## config.mk

```make
export PLATFORM = sky130hd
export DESIGN_NAME = count_one_seq
export DESIGN_NICKNAME = d
export VERILOG_FILES = /design/src/rtl/count_one_seq.sv
export SDC_FILE = /design/constraint.sdc
export NUM_CORES = 1
export LEC_CHECK = 0
export BUFFER_PORTS_ARGS = -buffer_cell sky130_fd_sc_hd__buf_4
export CAP_MARGIN = 30
export CORE_MARGIN = 5
export CORE_UTILIZATION = 60
export CTS_BUF_LIST = sky130_fd_sc_hd__clkbuf_4 sky130_fd_sc_hd__clkbuf_8
export CTS_CLUSTER_SIZE = 10
export DETAILED_ROUTE_END_ITERATION = 10
export PLACE_DENSITY_LB_ADDON = 0.3
export SYNTH_ARGS = -nofsm -noshare
export SYNTH_HDL_FRONTEND = slang
export SYNTH_SLANG_ARGS = --single-unit
```

## constraint.sdc

```tcl
create_clock -name clk_i -period 6.5 [get_ports clk_i]
set_input_delay 1.3 -clock clk_i [delete_from_list [all_inputs] [get_ports clk_i]]
set_output_delay 1.3 -clock clk_i [all_outputs]
set_load 0.03 [all_outputs]
```

## src/rtl/count_one_seq.sv

```systemverilog
// Multi-cycle population counter: accepts one wide vector over valid/ready and
// counts it ChunkWidth bits per cycle through a single CountOne stage.

module CountOne #(
  parameter int InputWidth = 8
) (
  input  logic [InputWidth-1:0]         data_i,
  output logic [$clog2(InputWidth+1)-1:0] cnt_o
);
  localparam int OutWidth = $clog2(InputWidth + 1);

  always_comb begin
    cnt_o = '0;
    for (int i = 0; i < InputWidth; i++) begin
      cnt_o = cnt_o + OutWidth'(data_i[i]);
    end
  end
endmodule

module count_one_seq #(
  parameter int DataWidth  = 64,
  parameter int ChunkWidth = 8
) (
  input  logic                               clk_i,
  input  logic                               rst_i,
  input  logic                               clear_i,
  input  logic                               valid_i,
  output logic                               ready_o,
  input  logic [DataWidth-1:0]               data_i,
  output logic                               valid_o,
  input  logic                               ready_i,
  output logic [$clog2(DataWidth+1)-1:0]     cnt_o
);
  localparam int NumChunks     = DataWidth / ChunkWidth;
  localparam int CountWidth    = $clog2(DataWidth + 1);
  localparam int ChunkCntWidth = $clog2(ChunkWidth + 1);
  localparam int IdxWidth      = (NumChunks > 1) ? $clog2(NumChunks) : 1;
  localparam logic [IdxWidth-1:0] LastIdx = IdxWidth'(NumChunks - 1);

  typedef enum logic [1:0] {
    IDLE,
    BUSY,
    DONE
  } state_e;

  state_e                    state_q, state_d;
  logic [DataWidth-1:0]      data_q, data_d;
  logic [CountWidth-1:0]     acc_q, acc_d;
  logic [IdxWidth-1:0]       idx_q, idx_d;
  logic [ChunkCntWidth-1:0]  chunk_cnt;

  CountOne #(.InputWidth(ChunkWidth)) u_count_one (
    .data_i (data_q[ChunkWidth-1:0]),
    .cnt_o  (chunk_cnt)
  );

  assign ready_o = (state_q == IDLE);
  assign valid_o = (state_q == DONE);
  assign cnt_o   = acc_q;

  always_comb begin
    // NOTE: every target gets a hold value first so no path leaves one unassigned (no latches).
    state_d = state_q;
    data_d  = data_q;
    acc_d   = acc_q;
    idx_d   = idx_q;

    if (clear_i) begin
      state_d = IDLE;
      acc_d   = '0;
    end else begin
      unique case (state_q)
        IDLE: begin
          if (valid_i) begin
            data_d  = data_i;
            acc_d   = '0;
            idx_d   = '0;
            state_d = BUSY;
          end
        end
        BUSY: begin
          acc_d  = acc_q + CountWidth'(chunk_cnt);
          data_d = data_q >> ChunkWidth;
          idx_d  = idx_q + 1'b1;
          if (idx_q == LastIdx) state_d = DONE;
        end
        DONE: begin
          if (ready_i) state_d = IDLE;
        end
        default: state_d = IDLE;
      endcase
    end
  end

  always_ff @(posedge clk_i) begin
    // NOTE: non-blocking assignments so every register samples pre-edge values.
    if (rst_i) begin
      state_q <= IDLE;
      data_q  <= '0;
      acc_q   <= '0;
      idx_q   <= '0;
    end else begin
      state_q <= state_d;
      data_q  <= data_d;
      acc_q   <= acc_d;
      idx_q   <= idx_d;
    end
  end
endmodule

```

Yosys cells after proc, flatten, opt, wreduce, memory -nomap -nowiden
Cells that the tools add are included.
Word-level totals
  bits in latches: 0
  RAM bits: 0
  bits in registers: 76
  memories: 0
  ROM bits: 0
  word-level logic and storage cells: 36
  output and inout port bits: 9
Operators by class
  shift-type cells: 0
  reductions and logical operators: 6
  bitwise operators: 1
  add/sub/neg operators: 9
  multiplexer cells: 10
  multipliers: 0
  eq/ne operators: 6
  divide/modulo/power cells: 0
  order comparisons: 0
Operator list (number)
  one-hot mux 64 bit (2 select lines): 1
  two-way mux 64 bit: 1
  adder 4 x 1 -> 4 bit: 6
  one-hot mux 7 bit (2 select lines): 1
  adder 7 x 4 -> 7 bit: 1
  two-way mux 7 bit: 1
  two-way mux 2 bit: 3
  one-hot mux 2 bit (3 select lines): 1
  one-hot mux 3 bit (2 select lines): 1
  AND reduction 3 bit: 2
  != test 2 bit (second input constant): 2
  adder 3 x 1 -> 3 bit (second input constant): 1
  equality test 3 bit (second input constant): 1
  two-way mux 3 bit: 1
  adder 1 x 1 -> 2 bit: 1
  equality test 2 x 1 -> 1 bit (second input constant): 1
  equality test 2 bit (second input constant): 1
  zero test 2 bit: 1
  != test 2 x 1 -> 1 bit (second input constant): 1
  AND reduction 2 bit: 1
  nonzero test 2 bit: 1
  OR reduction 2 bit: 1
  NOT 1 bit: 1

Logic depth before layout (Yosys ltp)
  word-level depth: 9
  mapped depth: 13
  gate-level depth less buffers: 13

Modules after synthesis
From an unflattened synthesis, not the netlist that was laid out.
Second synthesis, totals
  cell total of the unflattened synthesis: 448
  area total of the unflattened synthesis: 3565.9 sq um
Modules (own cells, without submodules)
  count_one_seq: times used 1, area each 3375.7 sq um, cells each 424, seq. area each 1521.5 sq um
  CountOne: times used 1, area each 190.2 sq um, cells each 24, seq. area each 0.0 sq um

Least setup slack after synthesis
OpenSTA, ideal clock, no wires.
  path type: register to register
  start point: register data_q[0]
  end point: register acc_q[6] (netlist: cnt_o[6])
  setup slack: 2937 ps
  setup time: 74 ps
  cell stages (with the launch flop): 13
  buffers on the path: 0
  data required time: 6426 ps
  period minus slack after synthesis: 3563 ps
  data arrival time: 3488 ps
  cell sequence: dfxtp_1 -> ha_1 -> inv_1 -> fa_1 -> fa_1 -> fa_1 -> fa_1 -> inv_1 -> fa_1 -> a21o_1 -> a21oi_1 -> o211ai_1 -> a31oi_1
On the way
  cells in the longest elaborated chain, start to end: 9
Ends and longest elaborated chain
  from (decl): RTL line 47  | logic [DataWidth-1:0] data_q, data_d;
  from (signal assigned): RTL line 104  | data_q <= data_d;
  adder 1 x 1 -> 2 bit: RTL line 15  | cnt_o = cnt_o + OutWidth'(data_i[i]);
  adder 4 x 1 -> 4 bit (6 in a row): RTL line 15
  adder 7 x 4 -> 7 bit: RTL line 82  | acc_d = acc_q + CountWidth'(chunk_cnt);
  one-hot mux 7 bit (2 select lines): RTL line 72  | unique case (state_q)
  to (signal assigned): RTL line 100  | acc_q <= '0;
  to (signal assigned): RTL line 105  | acc_q <= acc_d;
  to (decl): RTL line 48  | logic [CountWidth-1:0] acc_q, acc_d;
Every way passes these cells.
A chain may end at the register's enable or synchronous reset.

Worst setup path in the final report
  start point: register data_q[0]
  end point: register acc_q[5] (netlist: cnt_o[5])
Same word-level chain as after synthesis.

==> reports/results.ini <==
[clock_network]
post_cts_resized=0
insertion_delay_ns=0.34
h-tree-depth=3
cts_tree=yes
cts_hold_buf=0
path_clk_slew_ns=0.08
cts_buffers=9
cts_root_buffer=clkbuf_8
clockBufferDepth=2
cts_sinks=76
post_cts_buffers=0

[run_status]
status=complete, no violations

[detailed_routing]
ant_nets=0
wl_per_cell_um=14.1
wl_um=8210
vias=3265
first_pass_iters=4
vias_per_cell=5.62
drc_errors=0
drtIter0Drc=130

[final_layout]
utilization_pct=73.7
syn_to_final_growth_pct=20.7
seq_area_um2=1520
nNetsFinal=585
nFillCells=441
drive_above_1_share_pct=20.2
multi_input_area_um2=1820
stdcell_area_um2=4310
diodes=0

[logic_synthesis]
synth_top_flop_cell=dfxtp_1
async_flop_share_pct=0
ys_ff_latch=76
ys_types=36
syn_area_per_cell_um2=7.99
yosys_warnings=0
synthesis.area_um2=3570
seq_area_frac_synth_pct=42.6
synth_edf_count=0
syn_nets=531
synth_cells=447

[setup_path]
slowest_stage=fa_1
max_stage_delay_ns=0.49
cpMostUsedCell=fa_1
r2r-start=data_q[0]$_SDFFE_PP0P_
crit_arrival_ns=3.99
crit_end=cnt_o[5]$_SDFFE_PP0P_
r2r_slack_ns=2.70
setup.worst_path.class=register to register
crit_start=data_q[0]$_SDFFE_PP0P_
r2r-end=cnt_o[5]$_SDFFE_PP0P_
start_kind=register
crit_buf_inv=1
endpoint_kind=register
crit_required_ns=6.69
cp.depth=12
crit_family=adder cells
cp_max_fo=4
cp_cell_sequence=ha_1 -> inv_1 -> fa_1 -> fa_1 -> fa_1 -> fa_1 -> xnor2_1 -> ha_1 -> o21ai_0 -> or2_2 -> a221oi_1 -> nor3_1
rr_worst_depth=12

[placed_design]
gp_congestion=0.809
postPlaceCellArea_um2=4110
dpl.hpwl_um=5540
numPortBuffers=77

[timing]
max_freq_ghz=0.263
hold_viol_final=0
slew_violations=0
tns_ns=0
fin_crit_sh_pct=58.5
tightest_slew_ns=0.701
setup_viol=0
max_slew_margin_pct=53.3
layout_min_cycle_time_ns=3.80
rsz0062_at_grt=false
fin_skew_ns=0.0157

[floorplan]
core_area_um2=5850
die_h_um=87.2
io-pin-count=78
rows=28
start_util_pct=61.1
die-area_um2=7600
die_w_um=87.2

[min_path]
hold_class=register to register

[pwr]
power.leakage_nw=1.80
pwr-share-seq_pct=49.4
p_switching_mw=0.270
p_int_mw=0.766
netSwitchingFraction_pct=26.1
p_per_area_nw_per_um2=240
pwr-share-clk_pct=35.0
comb_power_share_pct=15.6
ir_drop_v=0.000162
total_power_mw=1.04

[global_routing]
grt_use_total_pct=22.1
grt_pass1_wl_um=13500
grt_max_degree=70
grt_overflow=0
grt_pass1_vias=3222
antenna_found_initial=0

[flow_run]
maxCapViolCount=0

==> logic make-up (layout without fill, tap and decap cells) <==
group,after synthesis,count (layout),share of synthesized area (%)
AND/OR/NAND/NOR,218,218,24.7
AO/OA/AOI/OAI,85,85,19.2
flip-flops,76,76,42.6
buffers and inverters,51,110,6.72
adder cells (fa/ha/maj),15,15,6.30
XOR/XNOR,2,2,0.490
==> sequential cells by signal, indices dropped and copies added (netlist names) <==
register / cells
data_q: 64
cnt_o: 7
idx_q: 3
state_q: 2
==> per-stage QoR <==
| step | hold WS [ns] | setup WS (ns) | std cells |
|---|---|---|---|
| after CTS | 0.458 | 2.69 | 581 |
| after global routing | 0.481 | 2.56 | 581 |
| final | 0.457 | 2.70 | 581 |
| after global placement | 0.441 | 2.80 | 563 |
| after floorplan | 0.432 | 2.94 | 447 |
| after detailed placement | 0.448 | 2.70 | 565 |
==> routing by layer <==
metal | global-route usage, % | up-vias | routed length, µm
li1 | - | 1652 | -
met1 | 27.0 | 1526 | 3620
met2 | 38.4 | 75 | 4050
met3 | 3.88 | 12 | 401
met4 | 8.79 | 0 | 136
met5 | 0 | - | 0
==> cell usage after synthesis, drive strengths merged (2+ instances only) <==
cell type	n	area (µm²)
nand3	13	65.1
dfxtp	76	1520
ha	10	125
clkbuf	11	41.3
nor2b	3	18.8
or2	3	18.8
o21bai	3	33.8
nand2b	3	18.8
a211oi	2	15.0
nand2	125	469
inv	13	48.8
fa	5	100
buf	27	150
nor2	65	251
a31oi	2	12.5
a311oi	56	490
a21oi	12	60.1
or4	2	15.0
a22oi	4	30.0
==> power by group through the flow <==
| stage | Combinational [mW] | Sequential [mW] | Clock (mW) |
|---|---|---|---|
| finish | 0.162 | 0.512 | 0.362 |
| global route | 0.182 | 0.515 | 0.386 |
| CTS | 0.162 | 0.512 | 0.367 |
| detailed placement | 0.161 | 0.522 | 0 |
| global placement | 0.153 | 0.521 | 0 |
| floorplan | 0.110 | 0.518 | 0 |
==> layout make-up <==
type	instances	share of cell area, %
multi-input cells	320	42.1
clock inverters	4	1.13
inverters	13	1.13
flip-flops and latches	76	35.3
well taps	75	2.18
repair buffers	81	14.7
clock buffers	12	3.54
==> worst min-delay path: stages, from the launching register on <==
cell	delay [ns]
dfxtp_1	0.32
nand2_1	0.05
a21oi_1	0.05
==> cells in the final DEF, fill, tap and decap left out, drive strengths merged, types with 4 or more instances in the layout <==
cell,Yosys,layout
a21oi,12,12
inv,13,13
clkbuf,11,12
buf,27,81
a311oi,56,56
fa,5,5
ha,10,10
nand2,125,125
nand3,13,13
dfxtp,76,76
a22oi,4,4
nor2,65,65
==> worst min-delay path by stage <==
| stage | start | to | slack [ns] | cells after the start |
|---|---|---|---|---|
| 2_1_floorplan | data_q[56]$_SDFFE_PP0P_ | data_q[56]$_SDFFE_PP0P_ | 0.43 | 2 |
| 3_3_place_gp | data_q[62]$_SDFFE_PP0P_ | data_q[62]$_SDFFE_PP0P_ | 0.44 | 2 |
| 3_5_place_dp | data_q[58]$_SDFFE_PP0P_ | data_q[58]$_SDFFE_PP0P_ | 0.45 | 2 |
| 4_1_cts | data_q[58]$_SDFFE_PP0P_ | data_q[58]$_SDFFE_PP0P_ | 0.46 | 2 |
| 5_1_grt | data_q[58]$_SDFFE_PP0P_ | data_q[58]$_SDFFE_PP0P_ | 0.48 | 2 |
| 6_report | data_q[59]$_SDFFE_PP0P_ | data_q[59]$_SDFFE_PP0P_ | 0.46 | 2 |
Note: power is estimated with default switching activity, not from simulation.
